[src/rtl/bsg_dff_gatestack_loader.sv]
// Sequencer that writes a masked word into a bsg_dff_gatestack, one registered strobe per bit, LSB first.
// Define BSG_GATESTACK_LOADER_SKIP_EN to skip bits whose last strobed value already matches the request.
module bsg_dff_gatestack_loader #(
    parameter int width_p = 16,
    parameter int setup_p = 1,
    parameter int pulse_p = 1,
    parameter int hold_p  = 1
) (
    input  logic               clk_i,
    input  logic               reset_n_i,
    input  logic               v_i,
    output logic               ready_o,
    input  logic [width_p-1:0] data_i,
    input  logic [width_p-1:0] mask_i,
    output logic [width_p-1:0] gs_data_o,
    output logic [width_p-1:0] gs_clk_o,
    output logic               busy_o,
    output logic               done_o
);

    localparam int max_sp_lp = (setup_p > pulse_p) ? setup_p : pulse_p;
    localparam int max_lp    = (max_sp_lp > hold_p) ? max_sp_lp : hold_p;
    localparam int cnt_w_lp  = $clog2(max_lp + 1);

    if (setup_p < 1 || pulse_p < 1 || hold_p < 1) begin : g_bad_param
        $error("bsg_dff_gatestack_loader: setup_p, pulse_p and hold_p must all be >= 1");
    end

    typedef enum logic [1:0] {IDLE, SETUP, PULSE, HOLD} state_e;

    state_e                state_r, state_n;
    logic [cnt_w_lp-1:0]   cnt_r, cnt_n;
    logic [width_p-1:0]    pend_r, pend_n;
    logic [width_p-1:0]    cur_bit;
    logic [width_p-1:0]    accept_mask;
    logic [width_p-1:0]    gs_data_n, gs_clk_n;
    logic                  done_n, ready_n, busy_n;

    // One-hot of the bit currently being serviced: lowest set bit of the pending mask.
    assign cur_bit = pend_r & (~pend_r + width_p'(1));

`ifdef BSG_GATESTACK_LOADER_SKIP_EN
    logic [width_p-1:0] shadow_r, shadow_v_r;

    assign accept_mask = mask_i & ~(shadow_v_r & ~(data_i ^ shadow_r));

    always_ff @(posedge clk_i or negedge reset_n_i) begin
        if (!reset_n_i) begin
            shadow_r   <= '0;
            shadow_v_r <= '0;
        end else if (state_r == SETUP && state_n == PULSE) begin
            shadow_r   <= (shadow_r & ~cur_bit) | (gs_data_o & cur_bit);
            shadow_v_r <= shadow_v_r | cur_bit;
        end
    end
`else
    assign accept_mask = mask_i;
`endif

    always_comb begin
        state_n   = state_r;
        cnt_n     = cnt_r;
        pend_n    = pend_r;
        gs_data_n = gs_data_o;
        gs_clk_n  = '0;
        done_n    = 1'b0;
        unique case (state_r)
            IDLE: begin
                if (v_i && ready_o) begin
                    gs_data_n = data_i;
                    pend_n    = accept_mask;
                    cnt_n     = '0;
                    if (accept_mask == '0) done_n  = 1'b1;
                    else                   state_n = SETUP;
                end
            end
            SETUP: begin
                if (cnt_r == cnt_w_lp'(setup_p - 1)) begin
                    state_n  = PULSE;
                    cnt_n    = '0;
                    gs_clk_n = cur_bit;
                end else begin
                    cnt_n = cnt_r + 1'b1;
                end
            end
            PULSE: begin
                if (cnt_r == cnt_w_lp'(pulse_p - 1)) begin
                    state_n = HOLD;
                    cnt_n   = '0;
                end else begin
                    cnt_n    = cnt_r + 1'b1;
                    gs_clk_n = cur_bit;
                end
            end
            HOLD: begin
                if (cnt_r == cnt_w_lp'(hold_p - 1)) begin
                    cnt_n  = '0;
                    pend_n = pend_r & ~cur_bit;
                    if ((pend_r & ~cur_bit) == '0) begin
                        state_n = IDLE;
                        done_n  = 1'b1;
                    end else begin
                        state_n = SETUP;
                    end
                end else begin
                    cnt_n = cnt_r + 1'b1;
                end
            end
            default: state_n = IDLE;
        endcase
        ready_n = (state_n == IDLE);
        busy_n  = (state_n != IDLE);
    end

    // All outputs come straight from flops so the strobes cannot glitch.
    always_ff @(posedge clk_i or negedge reset_n_i) begin
        if (!reset_n_i) begin
            state_r   <= IDLE;
            cnt_r     <= '0;
            pend_r    <= '0;
            gs_data_o <= '0;
            gs_clk_o  <= '0;
            done_o    <= 1'b0;
            ready_o   <= 1'b1;
            busy_o    <= 1'b0;
        end else begin
            state_r   <= state_n;
            cnt_r     <= cnt_n;
            pend_r    <= pend_n;
            gs_data_o <= gs_data_n;
            gs_clk_o  <= gs_clk_n;
            done_o    <= done_n;
            ready_o   <= ready_n;
            busy_o    <= busy_n;
        end
    end

endmodule

[config.mk]
export PLATFORM = sky130hd
export DESIGN_NAME = bsg_dff_gatestack_loader
export DESIGN_NICKNAME = d
export VERILOG_FILES = /design/src/rtl/bsg_dff_gatestack_loader.sv
export SDC_FILE = /design/constraint.sdc
export NUM_CORES = 1
export LEC_CHECK = 0
export CORE_UTILIZATION = 45
export CTS_CLUSTER_DIAMETER = 60
export DETAILED_ROUTE_END_ITERATION = 8
export GPL_TIMING_DRIVEN = 0
export PLACE_DENSITY = 0.76
export SLEW_MARGIN = 20
export SYNTH_ARGS = -nofsm -noshare
export SYNTH_HDL_FRONTEND = slang
export SYNTH_SLANG_ARGS = --single-unit
[constraint.sdc]
create_clock -name clk_i -period 4.8 [get_ports clk_i]
set_input_delay 0.96 -clock clk_i [delete_from_list [all_inputs] [get_ports clk_i]]
set_output_delay 0.96 -clock clk_i [all_outputs]
set_load 0.005 [all_outputs]
==> results of run 1 <==
==> registers in the layout, indices dropped and copies added (netlist names) <==
register and count:
gs_data_o 16, state_r 2, done_o 1, gs_clk_o 16, pend_r 16, ready_o 1, busy_o 1
==> layer usage <==
layer / global-route usage / share of wire / vias to the layer above
li1: - / - / 1006
met1: 0.294 / 0.44 / 1013
met2: 0.324 / 0.45 / 123
met3: 0.0503 / 0.095 / 12
met4: 0.0904 / 0.017 / 0
met5: 0 / 0 / -
==> Yosys cell counts, types with 4 or more instances <==
cell type / count
dfrtp_1: 52
nor2_1: 25
mux2_2: 16
a21oi_1: 14
nor3_1: 13
o21ai_0: 13
and3_1: 11
inv_1: 10
clkbuf_1: 9
mux2i_1: 7
o22ai_1: 7
nor4_1: 6
ha_1: 5
nand2_1: 5
nand3_1: 5
o21ai_1: 5
and2_1: 4
==> cell families after synthesis <==
family          share of synthesized area
compound gates                      0.124
fa+ha+maj                          0.0293
buf+inv                            0.0338
flops                               0.536
mux                                 0.101
simple gates                        0.176
==> where the power goes <==
group | total (mW) | leakage [nW] | internal [mW] | switching [mW]
Clock | 0.301 | 0.0554 | 0.157 | 0.144
Combinational | 0.906 | 0.705 | 0.437 | 0.469
Sequential | 0.737 | 0.673 | 0.608 | 0.129
Total | 1.94 | 1.43 | 1.20 | 0.742
==> final cells by class <==
| type | count | area (um2) |
|---|---|---|
| Tap cell | 70 | 87.6 |
| Fill cell | 431 | 1840 |
| Sequential cell | 53 | 1330 |
| Clock inverter | 2 | 38.8 |
| Clock buffer | 6 | 72.6 |
| Multi-Input combinational cell | 161 | 1070 |
| Timing Repair Buffer | 69 | 688 |
| Inverter | 11 | 41.3 |
| Buffer | 11 | 42.5 |
==> metrics by stage <==
| step | total power [mW] | util | hold WS [ns] | instances |
|---|---|---|---|---|
| 6_report | 1.94 | 0.647 | 0.512 | 383 |
| 5_1_grt | 2.09 | 0.647 | 0.532 | 383 |
| 4_1_cts | 1.94 | 0.647 | 0.517 | 383 |
| 3_5_place_dp | 1.64 | 0.625 | 0.495 | 375 |
| 3_3_place_gp | 1.61 | 0.626 | 0.488 | 375 |
| 2_1_floorplan | 1.28 | - | 0.491 | 236 |
==> worst paths after layout <==
check	end	slack [ns]	cells past startpoint
setup / recovery	pend_r[10]	1.96	6
hold / removal	gs_data_o[14]	0.51	1
setup reg to reg	pend_r[10]	2.34	7
hold reg to reg	gs_data_o[14]	0.51	1
max in group asynchronous	gs_clk_o[2]	3.69	1
min in group asynchronous	gs_data_o[0]	0.67	1
==> run metrics, run 1 <==
status=completed; LEAKAGE=1.43 nW; Setup Skew=0.0104 ns; vias in the first global route=between 2,000 and 2,500; CP peak stage delay=between 0.6 and 0.7 ns; worst vdd ir=roughly 0.35 mV; Detailed Place HPWL=between 4 and 5 mm; most common cell after layout, fill and taps aside=clkdlybuf4s50_1; ys async rst share=1.00; Max Clock Freq=0.352 GHz; minimum clock period=about 2.8 ns; Total Routing Usage GR=0.214; die width=about 76 um; CP arrival=a little over 3 ns; DP Area=approximately 3300 um2; relative slew slack=0.506; port buffer count=approximately 70; CP max-delay cell=buf_1; global-route wire length before repair=9.88 mm; Final Hold Viols=0; Die H=roughly 76 um; via-per-instance ratio=approximately 5.6; Yosys reg bits=53; core area=roughly 5200 um2; max-slew violations=0; CTS Root Cell=clkbuf_8; FP Rows=26; First-pass DRT Iterations=4; fin nets=between 300 and 400; CP endpoint kind=register; Crit Path Category=in -> reg; Pwr Density=between 500 and 600 nW/um2; Synth Instances=about 240; gpl congestion=~0.83; post-route cell area=around 3400 um2; Area Overhead vs Synth=35.8%; Clock Latency Late Sink=between 0.3 and 0.4 ns; Final Worst Setup Slack=1.96 ns; Post-synth EDFFs=0; CP Buf/Inv Count=3; pin slew with the least headroom to its limit=0.740 ns; CTS Sinks=53; CP top delay family=buffers and inverters; reg2reg start=state_r[0]; critical-path cell list=clkdlybuf4s50_1 -> and3_1 -> clkbuf_1 -> buf_1 -> mux2i_1 -> o22ai_1; Synth Warn #=0; DRT iter0 DRCs=between 100 and 150; RSZ-0062 raised after global routing=no; residual DRC count=0; # setup viols final=0; Netlist Area Pre-Place=~2500 um2; share of cells above drive strength 1=0.0990; Yosys top cell by area=dfrtp_1; CTS tree=done; CTS H-tree lvls=2; Worst Setup Start Kind=primary input; Hold Buf Count CTS=0; post-route ant nets=0; pin count of the biggest net entering global routing=54; Mean Syn Cell Area=between 10 and 15 um2; vias=approximately 2,200; setup slack after placement=~1.6 ns; CTS Buf Count=5; Starting Density=0.476; clk buf depth=2; top_reg_cell synth=dfrtp_1; hold_sp=gs_data_o[14]; # IOs=70; Tcrit/Tclk final=0.592; post-CTS setup buffers=0; worst setup path startpoint=v_i; post-synthesis sequential area ratio=0.536; Netlist cell types=between 40 and 50; total die area=between 5000 and 6000 um2; DRT Wirelength=approximately 5.8 mm; max cap viols=0; setup TNS=0 ns; initial antenna violation count=0; CP required=approximately 5 ns; Hold/Removal Path Class=reg -> reg; Syn Nets=between 200 and 300; critical path fanouts, max=10; Yosys top cell area share=0.525; most frequent cells in the layout=clkdlybuf4s50_1, dfrtp_1, nor2_1; post_cts resized=0; DR WL/cell=between 15 and 20 um; CTS clk-pin slew, worst paths=around 0.09 ns; total gr overflow=0; # diodes=0; top post-synthesis cells by area=dfrtp_1, mux2_2, nor2_1
No activity file was read; power rests on OpenSTA's default activity.
==> run 2, diff against run 1 <==
Settings changed: CORE_UTILIZATION 45 to 43.
Clock period 4.8 ns to 2.3 ns, I/O delays scaled along.
==> run 2 against run 1 <==
  * Worst setup slack worse by 1.9 ns
  * Power up 110%
  * Via count down 0.84%
  * Flip-flop and latch count unchanged
  * Global-route usage down 0.77 points
  * Sequential share of layout area down 0.48 points
  * Clock skew down 0.0060 ns
  * Clock-buffer cell count unchanged
  * Critical path depth up 1
  * Register-to-register slack worse by 2.2 ns
  * Critical path type is now reg -> reg
  * Critical endpoint is now state_r[0]
  * Largest cell class unchanged
  * Largest power group unchanged
==> run metrics, run 2 (synthesis gave the netlist of run 1 again) <==
status=completed; First-pass DRT Iterations=6; most common cell after layout, fill and taps aside=clkdlybuf4s50_1; post-route ant nets=0; CP required=~2.5 ns; DRT iter0 DRCs=240; via-per-instance ratio=~5.6; worst setup path startpoint=pend_r[0]; Detailed Place HPWL=roughly 4.3 mm; Clock Latency Late Sink=0.30 ns; reg2reg start=pend_r[0]; initial antenna violation count=0; core area=approximately 5500 um2; pin slew with the least headroom to its limit=about 0.64 ns; Starting Density=0.447; Total Routing Usage GR=0.206; gpl congestion=a little under 0.9; clk buf depth=2; fin nets=roughly 350; CTS tree=done; Worst Setup Start Kind=register; number of fill cells=about 470; worst vdd ir=between 0.6 and 0.7 mV; port buffer count=69; Final Hold Viols=0; CTS H-tree lvls=2; Max Clock Freq=~0.46 GHz; Die H=~78 um; CTS Buf Count=5; most frequent cells in the layout=clkdlybuf4s50_1, dfrtp_1, nor2_1; post-CTS setup buffers=0; # setup viols final=0; CP arrival=~2.4 ns; max cap viols=0; DRT Wirelength=between 6 and 7 mm; DR WL/cell=15.7 um; CTS clk-pin slew, worst paths=0.09 ns; total gr overflow=0; residual DRC count=0; Core Util, Final=0.615; relative slew slack=0.574; CP endpoint kind=register; die width=between 70 and 80 um; max-slew violations=0; # diodes=0; Area Overhead vs Synth=37.5%; # IOs=70; Hold/Removal Path Class=in -> async; FP Rows=27; Tcrit/Tclk final=0.953; CTS Root Cell=clkbuf_8; LEAKAGE=approximately 1.5 nW; Pwr Density=roughly 1200 nW/um2; setup TNS=0 ns; share of cells above drive strength 1=0.115; global-route wire length before repair=9.76 mm; top flop regs=gs_clk_o: 16 flops, gs_data_o: 16 flops, pend_r: 16 flops; vias=around 2,100; Setup Skew=between 0.004 and 0.005 ns; CTS Sinks=53; critical path fanouts, max=8; Crit Path Category=reg -> reg; Hold WS=0.177 ns; vias in the first global route=2,027; minimum clock period=2.19 ns; total die area=between 6000 and 7000 um2; pin count of the biggest net entering global routing=54
-- run 2: layout make-up --
| cell class | count | area, um2 | area share |
|---|---|---|---|
| flip-flops and latches | 53 | 1330 | 0.390 |
| multi-input cells | 161 | 1100 | 0.322 |
| repair buffers | 69 | 688 | 0.202 |
| well taps | 72 | 90.1 | 0.0264 |
| clock buffers | 6 | 82.6 | 0.0242 |
| plain buffers | 10 | 42.5 | 0.0125 |
| inverters | 11 | 41.3 | 0.0121 |
| clock inverters | 2 | 37.5 | 0.0110 |
-- run 2: final timing paths --
kind,endpoint,slack [ns],depth (start not counted)
min in group clk_i,gs_data_o[1],0.51,1
max,state_r[0],0.11,7
max reg2reg,state_r[0],0.11,7
min,gs_data_o[0],0.18,1
max in group asynchronous,gs_clk_o[4],1.70,1
min reg2reg,gs_data_o[1],0.51,1
-- run 2: stage by stage --
stage	cell area [um2]	total power [mW]	cells	worst slack, ns
2_1_floorplan	2480	2.68	236	0.333
3_3_place_gp	3260	3.38	377	-0.783
3_5_place_dp	3260	3.45	377	-0.297
4_1_cts	3390	4.12	385	0.0473
5_1_grt	3410	4.49	384	-0.00747
6_report	3410	4.18	384	0.108
-- run 2: layer usage --
layer | track usage | vias up | part of all wire
met4 | 0.0611 | 0 | 0.011
met1 | 0.272 | 996 | 0.42
li1 | - | 1001 | -
met2 | 0.337 | 127 | 0.47
met3 | 0.0482 | 12 | 0.097
met5 | 0 | - | 0
-- run 2: critical path: stages, from the launching register on --
cell and delay, ns:
dfrtp_1 0.37, clkbuf_1 0.21, or4_1 0.48, or2_4 0.28, a211oi_2 0.19, nor3_1 0.10
nor3_4 0.27, a311oi_1 0.15
-- run 2: power by group --
part	leakage, nW	internal, mW	switching [mW]	total, mW
Clock	0.0574	0.354	0.302	0.656
Combinational	0.721	0.933	1.02	1.96
Sequential	0.673	1.27	0.297	1.56
Total	1.45	2.55	1.62	4.18
-- run 2: timing repair --
| item | 4_1_cts | 5_1_grt |
|---|---|---|
| setup endpoints to repair | 24 | 12 |
| resized for setup | 3 | 5 |
| hold buffers | 0 | 0 |
| cloned | 0 | 0 |
| pin swaps | 0 | 0 |
